[config.mk]
export PLATFORM = sky130hd
export DESIGN_NAME = capture_readout
export DESIGN_NICKNAME = d
export VERILOG_FILES = /design/src/rtl/analyzer_pkg.sv /design/src/rtl/uart_byte_issuer.sv /design/src/rtl/capture_readout.sv
export SDC_FILE = /design/constraint.sdc
export NUM_CORES = 1
export LEC_CHECK = 0
export ABC_AREA = 0
export CAP_MARGIN = 10
export CORE_MARGIN = 10
export CORE_UTILIZATION = 55
export DETAILED_ROUTE_END_ITERATION = 8
export PLACE_DENSITY = 0.84
export SLEW_MARGIN = 25
export SYNTH_ARGS = -nofsm -noshare
export SYNTH_HDL_FRONTEND = slang
export SYNTH_HIERARCHICAL = 1
export SYNTH_SLANG_ARGS = --single-unit
[constraint.sdc]
create_clock -name clock -period 2.9 [get_ports clock]
set_input_delay 0.58 -clock clock [delete_from_list [all_inputs] [get_ports clock]]
set_output_delay 0.58 -clock clock [all_outputs]
set_load 0.02 [all_outputs]
[src/rtl/analyzer_pkg.sv]
// Shared definitions for the logic-analyzer capture path.
//
// Contents:
//   SAMPLE_WIDTH     default width of one captured sample
//   HDR_BYTE         first byte of every readout frame
//   TRL_OK           trailer for a frame that sent every requested sample
//   TRL_UNDER        trailer for a frame cut short by an empty FIFO
//   readout_state_t  state encoding of the capture_readout sequencer
//   issuer_state_t   state encoding of the UART byte issuer
//   idx_width()      width of a byte index for a given bytes-per-sample

package analyzer_pkg;

  localparam int SAMPLE_WIDTH = 8;

  localparam logic [7:0] HDR_BYTE  = 8'hA5;
  localparam logic [7:0] TRL_OK    = 8'h5A;
  localparam logic [7:0] TRL_UNDER = 8'h5E;

  typedef enum logic [3:0] {
    IDLE    = 4'd0,
    HDR     = 4'd1,
    CNT_HI  = 4'd2,
    CNT_LO  = 4'd3,
    FETCH   = 4'd4,
    WAIT_RD = 4'd5,
    SEND    = 4'd6,
    TRAIL   = 4'd7,
    DONE    = 4'd8
  } readout_state_t;

  typedef enum logic [1:0] {
    ISS_IDLE  = 2'd0,
    ISS_GUARD = 2'd1,
    ISS_WAIT  = 2'd2
  } issuer_state_t;

  // A single-byte sample still needs a 1-bit index so the select logic
  // has a real signal to work with.
  function automatic int idx_width(input int bps);
    return (bps <= 1) ? 1 : $clog2(bps);
  endfunction

endpackage

[src/rtl/uart_byte_issuer.sv]
// UART transmit handshake for one byte at a time.
//
// Handshake (valid/ready style): the sequencer holds req high with the byte
// on byte_in for as long as it wants that byte sent. The issuer launches it
// with a one-cycle tx_start once tx_busy is low, ignores tx_busy for the
// following guard cycle (the transmitter needs a cycle to raise it), then
// waits for tx_busy to fall and reports completion with a one-cycle
// byte_accepted. The cycle carrying byte_accepted never launches, so the
// sequencer can swap to its next byte before the issuer looks at req again.
// Consecutive tx_start pulses are therefore at least four cycles apart.
//
// Ports:
//   clock, reset   clock and asynchronous active-high reset
//   req            sequencer wants byte_in transmitted
//   byte_in        byte to transmit, sampled on launch
//   tx_busy        transmitter busy flag
//   tx_start       one-cycle launch strobe to the transmitter
//   tx_data        launched byte, held until the next launch
//   byte_accepted  one-cycle pulse: transmitter finished the launched byte
//   state_dbg      current issuer state

module uart_byte_issuer
  import analyzer_pkg::*;
(
  input  logic       clock,
  input  logic       reset,
  input  logic       req,
  input  logic [7:0] byte_in,
  input  logic       tx_busy,
  output logic       tx_start,
  output logic [7:0] tx_data,
  output logic       byte_accepted,
  output logic [1:0] state_dbg
);

  issuer_state_t state;

  assign state_dbg = state;

  always_ff @(posedge clock or posedge reset) begin
    if (reset) begin
      state         <= ISS_IDLE;
      tx_start      <= 1'b0;
      tx_data       <= 8'h00;
      byte_accepted <= 1'b0;
    end else begin
      tx_start      <= 1'b0;
      byte_accepted <= 1'b0;
      case (state)
        ISS_IDLE: begin
          if (req && !tx_busy && !byte_accepted) begin
            tx_start <= 1'b1;
            tx_data  <= byte_in;
            state    <= ISS_GUARD;
          end
        end
        // tx_busy may still be low here even though the byte was taken.
        ISS_GUARD: state <= ISS_WAIT;
        ISS_WAIT: begin
          if (!tx_busy) begin
            byte_accepted <= 1'b1;
            state         <= ISS_IDLE;
          end
        end
        default: state <= ISS_IDLE;
      endcase
    end
  end

endmodule

[src/rtl/capture_readout.sv]
// Reader side of the capture FIFO. On a start pulse it streams one frame to
// the UART transmitter:
//   HDR_BYTE, count[15:8], count[7:0], sample bytes (MSB byte first), trailer
// The trailer is TRL_OK when every requested sample was sent, or TRL_UNDER
// when the FIFO ran dry first (underrun is then flagged until the next
// accepted start).
//
// Ports:
//   clock, reset     clock and asynchronous active-high reset
//   start            one-cycle pulse starting a dump; ignored while busy
//   sample_count     samples to send, latched on start
//   fifo_empty       capture FIFO empty flag
//   fifo_rd_data     FIFO read data, valid the cycle after the pop
//   fifo_rd_en       one-cycle FIFO pop strobe
//   tx_busy          UART transmitter busy
//   tx_start         one-cycle UART send strobe
//   tx_data          byte for the UART, held between strobes
//   busy             a dump is in progress
//   done             one-cycle pulse once the trailer is handed to the UART
//   underrun         sticky FIFO-underrun flag
//   state_dbg        sequencer state
//   issuer_state_dbg byte issuer state

module capture_readout
  import analyzer_pkg::*;
#(
  parameter int SAMPLE_WIDTH = analyzer_pkg::SAMPLE_WIDTH
) (
  input  logic                    clock,
  input  logic                    reset,
  input  logic                    start,
  input  logic [15:0]             sample_count,
  input  logic                    fifo_empty,
  input  logic [SAMPLE_WIDTH-1:0] fifo_rd_data,
  output logic                    fifo_rd_en,
  input  logic                    tx_busy,
  output logic                    tx_start,
  output logic [7:0]              tx_data,
  output logic                    busy,
  output logic                    done,
  output logic                    underrun,
  output logic [3:0]              state_dbg,
  output logic [1:0]              issuer_state_dbg
);

  localparam int BPS = (SAMPLE_WIDTH + 7) / 8;
  localparam int IW  = idx_width(BPS);
  localparam int SRW = BPS * 8;

  readout_state_t  state;
  logic [15:0]     remaining;
  logic [15:0]     count_reg;
  logic [SRW-1:0]  sample_reg;
  logic [IW-1:0]   idx;
  logic [7:0]      trailer;
  logic            sent;      // current byte has been launched
  logic            rd_phase;  // second WAIT_RD cycle: read data is valid

  logic            iss_req;
  logic [7:0]      iss_byte;
  logic [7:0]      cur_byte;
  logic            byte_accepted;

  assign state_dbg = state;

  uart_byte_issuer u_issuer (
    .clock         (clock),
    .reset         (reset),
    .req           (iss_req),
    .byte_in       (iss_byte),
    .tx_busy       (tx_busy),
    .tx_start      (tx_start),
    .tx_data       (tx_data),
    .byte_accepted (byte_accepted),
    .state_dbg     (issuer_state_dbg)
  );

  // Byte of the sample register selected by idx.
  always_comb begin
    cur_byte = sample_reg[7:0];
    for (int i = 0; i < BPS; i++) begin
      if (idx == IW'(i)) cur_byte = sample_reg[i*8 +: 8];
    end
  end

  // Request to the issuer. In IDLE a start pulse already requests the
  // header so the first tx_start follows start by a single cycle.
  always_comb begin
    iss_req  = 1'b0;
    iss_byte = HDR_BYTE;
    case (state)
      IDLE:   iss_req = start;
      HDR:    iss_req = 1'b1;
      CNT_HI: begin iss_req = 1'b1; iss_byte = count_reg[15:8]; end
      CNT_LO: begin iss_req = 1'b1; iss_byte = count_reg[7:0];  end
      SEND:   begin iss_req = 1'b1; iss_byte = cur_byte;        end
      TRAIL:  begin iss_req = 1'b1; iss_byte = trailer;         end
      default: ;
    endcase
  end

  // A byte counts as finished only after this state saw its own tx_start;
  // that screens out the late byte_accepted of a previous frame's trailer.
  always_ff @(posedge clock or posedge reset) begin
    if (reset) begin
      state      <= IDLE;
      remaining  <= 16'h0000;
      count_reg  <= 16'h0000;
      sample_reg <= '0;
      idx        <= '0;
      trailer    <= 8'h00;
      sent       <= 1'b0;
      rd_phase   <= 1'b0;
      fifo_rd_en <= 1'b0;
      busy       <= 1'b0;
      done       <= 1'b0;
      underrun   <= 1'b0;
    end else begin
      fifo_rd_en <= 1'b0;
      done       <= 1'b0;
      case (state)
        IDLE: begin
          if (start) begin
            remaining <= sample_count;
            count_reg <= sample_count;
            underrun  <= 1'b0;
            busy      <= 1'b1;
            sent      <= 1'b0;
            state     <= HDR;
          end
        end
        HDR: begin
          if (tx_start) sent <= 1'b1;
          if (byte_accepted && sent) begin
            sent  <= 1'b0;
            state <= CNT_HI;
          end
        end
        CNT_HI: begin
          if (tx_start) sent <= 1'b1;
          if (byte_accepted && sent) begin
            sent  <= 1'b0;
            state <= CNT_LO;
          end
        end
        CNT_LO: begin
          if (tx_start) sent <= 1'b1;
          if (byte_accepted && sent) begin
            sent  <= 1'b0;
            state <= FETCH;
          end
        end
        FETCH: begin
          if (remaining == 16'h0000) begin
            trailer <= TRL_OK;
            state   <= TRAIL;
          end else if (fifo_empty) begin
            underrun <= 1'b1;
            trailer  <= TRL_UNDER;
            state    <= TRAIL;
          end else begin
            fifo_rd_en <= 1'b1;
            remaining  <= remaining - 16'd1;
            rd_phase   <= 1'b0;
            state      <= WAIT_RD;
          end
        end
        // First cycle carries the pop strobe; the FIFO presents the word
        // in the second cycle, where it is captured.
        WAIT_RD: begin
          if (!rd_phase) begin
            rd_phase <= 1'b1;
          end else begin
            rd_phase   <= 1'b0;
            sample_reg <= SRW'(fifo_rd_data);
            idx        <= IW'(BPS - 1);
            sent       <= 1'b0;
            state      <= SEND;
          end
        end
        SEND: begin
          if (tx_start) sent <= 1'b1;
          if (byte_accepted && sent) begin
            sent <= 1'b0;
            if (idx == '0) state <= FETCH;
            else           idx   <= idx - 1'b1;
          end
        end
        TRAIL: begin
          if (tx_start) begin
            done  <= 1'b1;
            state <= DONE;
          end
        end
        DONE: begin
          busy  <= 1'b0;
          state <= IDLE;
        end
        default: state <= IDLE;
      endcase
    end
  end

endmodule

### Yosys cells after proc, flatten, opt, wreduce, memory -nomap -nowiden

Cells that the tools add are included.

| word-level totals | value |
|---|---|
| memory bits (read-only) | 0 |
| RAM bits | 0 |
| flip-flop bits (word level) | 71 |
| bits in latches | 0 |
| input port bits | 29 |
| word-level logic and storage cells | 118 |
| output and inout bits | 19 |
| memories | 0 |

| cells by class | value |
|---|---|
| div/mod/pow operators | 0 |
| add/sub/neg operators | 2 |
| bitwise gates (word level) | 0 |
| shifts and indexed selects | 0 |
| $mul | 0 |
| equality and inequality tests | 24 |
| multiplexer cells | 48 |
| order comparisons | 0 |
| reductions and logical operators | 28 |

Operators by type and width:

| operator | number |
|---|---|
| 16-bit two-way mux | 3 |
| 4-bit two-way mux | 8 |
| 16-bit one-hot mux with 2 select lines | 1 |
| 4-bit one-hot mux with 8 select lines | 1 |
| 8-bit one-hot mux with 4 select lines | 1 |
| 2-bit inequality test (second input constant) | 11 |
| 1-bit two-way mux | 21 |
| 4-bit by 3-bit equality test with 1-bit output (second input constant) | 4 |
| 16-bit logical NOT | 1 |
| 8-bit two-way mux | 2 |
| 16-bit by 1-bit subtractor with 16-bit output (second input constant) | 1 |
| 2-bit AND reduction | 6 |
| 4-bit AND reduction | 3 |
| 1-bit one-hot mux with 2 select lines | 5 |
| 2-bit nonzero test | 5 |
| 4-bit by 2-bit equality test with 1-bit output (second input constant) | 2 |
| 2-bit two-way mux | 4 |
| 8-bit AND reduction | 1 |
| 2-bit one-hot mux with 3 select lines | 1 |
| 3-bit AND reduction | 2 |
| 5-bit OR reduction | 1 |
| 4-bit by 1-bit equality test with 1-bit output (second input constant) | 1 |
| 4-bit equality test (second input constant) | 1 |
| 4-bit logical NOT | 1 |
| other kinds (11) | 15 |

### Longest topological paths before layout

| logic depth | value |
|---|---|
| depth in word-level cells | 7 |
| mapped depth | 8 |
| mapped depth without buffers | 6 |

### Modules after synthesis

The synthesis kept the hierarchy.

Modules (own cells, without submodules):

| module | instances | cells each | sequential area each (µm²) | area each (µm²) |
|---|---|---|---|---|
| capture_readout | 1 | 289 | 1301.2 | 2934.1 |
| uart_byte_issuer | 1 | 27 | 300.3 | 449.2 |

### Worst setup path before layout

Ideal clock, no wire load.

| timing | value |
|---|---|
| kind | register -> register |
| start | register state_dbg[0] (netlist name) |
| end | register u_issuer.tx_data[0] |
| library setup time | 0.125 ns |
| setup slack | 0.491 ns |
| clock period less this slack | 2.409 ns |
| buffers on the path | 3 |
| arrival time | 2.284 ns |
| required time | 2.775 ns |
| stages on the path, launching flop included | 9 |
| path through | dfrtp_1 -> buf_4 -> clkbuf_1 -> buf_2 -> o21ai_0 -> a21oi_1 -> nand2b_1 -> nor4_4 -> mux2_2 |

RTL lines:

| what | line | RTL |
|---|---|---|
| to (signal assigned) | uart_byte_issuer.sv:53 | `tx_data <= byte_in;` |
| to (decl) | uart_byte_issuer.sv:31 | `output logic [7:0] tx_data,` |

==> impl_metrics.yaml <==
power_and_ir_drop:
  swShare_pct: 38.9
  p_comb_share_pct: 44.3
  powerDensity_nw_per_um2: 1150
  p_switching_uw: 1860
  power.leakage_uw: 0.00167
  p_int_uw: 2920
  pwr-share-seq_pct: 35.4
  p_total_uw: 4770
  peakVddDrop_uv: 558
  p_clk_share_pct: 20.3
die:
  die_h_um: 98.4
  die_width_um: 98.4
  initial_core_util_pct: 56.8
  rows: 28
  coreArea_sq_um: 5960
  io_pins: 48
  fp.dieArea_sq_um: 9690
sta:
  worst_pin_slew_ns: 0.741
  rsz0062_at_grt: "no"
  setup_tns_ns: 0
  slew_headroom_pct: 50.1
  period_share_pct: 80.3
  final-setup-viol-count: 0
  layout_min_cycle_time_ns: 2.33
  max_freq_mhz: 430
  drv_slew: 0
  worst_clock_skew_ns: 0.00573
  hold-worst-slack_ns: 0.486
  finalHoldViolCount: 0
drt:
  avgViaCountPerCell: 6.28
  drt-total-wl_mm: 8.36
  initialDrtViolationCount: 266
  firstDrtPassIters: 4
  ant_nets: 0
  wl_per_cell_um: 18.9
  routed-via-count: 2775
  drcViolationCount: 0
global_routing:
  antenna_found_initial: 0
  grt_pass1_wl_mm: 14.1
  overflow: 0
  grt_util_all_layers_pct: 17.5
  grt_pass1_vias: 2834
  grt_start_max_net_pins: 53
critical_path:
  cp.required_ns: 2.32
  startpoint: "state_dbg[1]"
  path_cells: "clkdlybuf4s50_1"
  max_stage_delay_ns: 0.72
  cp.depth: 1
  path_buf_inv: 1
  worst_setup_path_start_kind: "register"
  rr_worst_depth: 5
  cp-end-kind: "primary output"
  path_class: "reg -> out"
  cp_slowest_cell: "clkdlybuf4s50_1"
  critical_path_arrival_ns: 1.75
  r2r-start: "state_dbg[3]"
  critPathTopFamily: "buffers and inverters"
  crit_path_max_fanout: 19
cts:
  cts_resized: 0
  numClockSinks: 64
  clock_latency_ns: 0.34
  post_cts.repair.setup_buffers: 0
  clockBufferDepth: 2
  cts_inserted_buffers: 9
  clk_pin_slew_ns: 0.07
  cts_hold_buffers: 0
  cts_root_buf: "clkbuf_8"
  cts_tree: "done"
  htreeDepth: 3
placed_design:
  hpwl_mm: 5.78
  place.gp.congestion: 0.938
  port_buffers: 47
hold_path:
  worstHoldPathType: "reg -> reg"
  holdPathStages: 1
  min_from: "trailer[4]"
yosys:
  synth_cells: 316
  ys_warn_count: 6
  synth-seq-cells: 64
  synth-edff-count: 0
  ys_types: 61
  synth_ff_type: "dfrtp_1"
  synth_nets: 346
  syn_avg_cell_area_sq_um: 10.7
  synthArstFlopShare_pct: 100
  synth-seq-area-share_pct: 47.3
  synth_area_sq_um: 3380
final_layout:
  drive_above_1_share_pct: 19.3
  fillers: 456
  diodes: 0
  areaGrowthSynthToFinish_pct: 22.8
  multi_input_area_sq_um: 1620
  final_core_util_pct: 69.8
  layout_commonest_cell: "dfrtp_1"
  nets: 392
  register_area_sq_um: 1600
  final_cell_mix: "dfrtp_1 (64), clkdlybuf4s50_1 (47), mux2_2 (31)"
run:
  maxCapViolCount: 0
status:
  status: "finished, final reports clean"
final timing paths:
check / endpoint / slack (ns)
min in group asynchronous: u_issuer/tx_data[3] / 0.60
max in group asynchronous: remaining[8] / 1.68
worst min register to register: trailer[4] / 0.49
worst max register to register: remaining[11] / 0.65
worst max-delay path: state_dbg[1] / 0.57
worst min-delay path: trailer[4] / 0.49
synth_stat cells (3+ instances only):
master | number | area share, %
o21ai_1 | 3 | 0.44
a21oi_1 | 18 | 2.7
mux2i_1 | 5 | 1.5
o211ai_1 | 7 | 1.6
and3_1 | 3 | 0.55
inv_1 | 9 | 1.0
and2_1 | 4 | 0.74
nand2b_1 | 7 | 1.3
nor2b_1 | 4 | 0.74
o21ai_0 | 15 | 2.2
clkbuf_1 | 9 | 1.0
or3_1 | 5 | 0.92
a211oi_1 | 10 | 2.2
o2bb2ai_1 | 8 | 2.1
o31ai_1 | 5 | 1.1
nor3_1 | 13 | 1.9
buf_2 | 7 | 1.0
mux2_2 | 31 | 10
nor4_1 | 8 | 1.5
nand2_1 | 12 | 1.3
a31oi_1 | 8 | 1.5
buf_6 | 4 | 1.3
dfrtp_1 | 64 | 47
nor2_1 | 11 | 1.2
per-stage QoR:
stage	instance area, sq um	instances	worst slack (ns)
floorplan	3380	316	0.491
global placement	3900	426	0.448
detailed placement	3900	426	0.358
CTS	4160	442	0.556
global route	4160	442	0.461
finish	4160	442	0.572
power by group through the flow:
stage / logic (uW) / registers, uW / clock network, uW
3_5_place_dp: 2100 / 1690 / 0
2_1_floorplan: 1540 / 1650 / 0
5_1_grt: 2330 / 1750 / 1020
6_report: 2110 / 1690 / 971
4_1_cts: 2120 / 1680 / 979
3_3_place_gp: 2030 / 1660 / 0
kinds of logic after synthesis:
group	Yosys count	synth area share, %
DFF	64	47.3
adders and majority gates	1	0.370
AOI/OAI and AO/OA	94	18.7
buffers and inverters	33	4.92
muxes	37	12.5
and+or+nand+nor	87	16.2
routing by layer:
layer	wire [um]	vias up	GRT usage [%]
li1	-	1293	-
met1	3440	1362	21.9
met2	4180	101	27.7
met3	539	19	3.84
met4	201	0	8.93
met5	0	-	0
final cells by class:
cell class | count | area share, %
Tap cell | 75 | 2.26
Multi-Input combinational cell | 219 | 38.9
Inverter | 10 | 0.903
Clock inverter | 5 | 2.47
Timing Repair Buffer | 58 | 13.3
Clock buffer | 11 | 3.64
Sequential cell | 64 | 38.5
No activity file was read; power rests on OpenSTA's default activity.
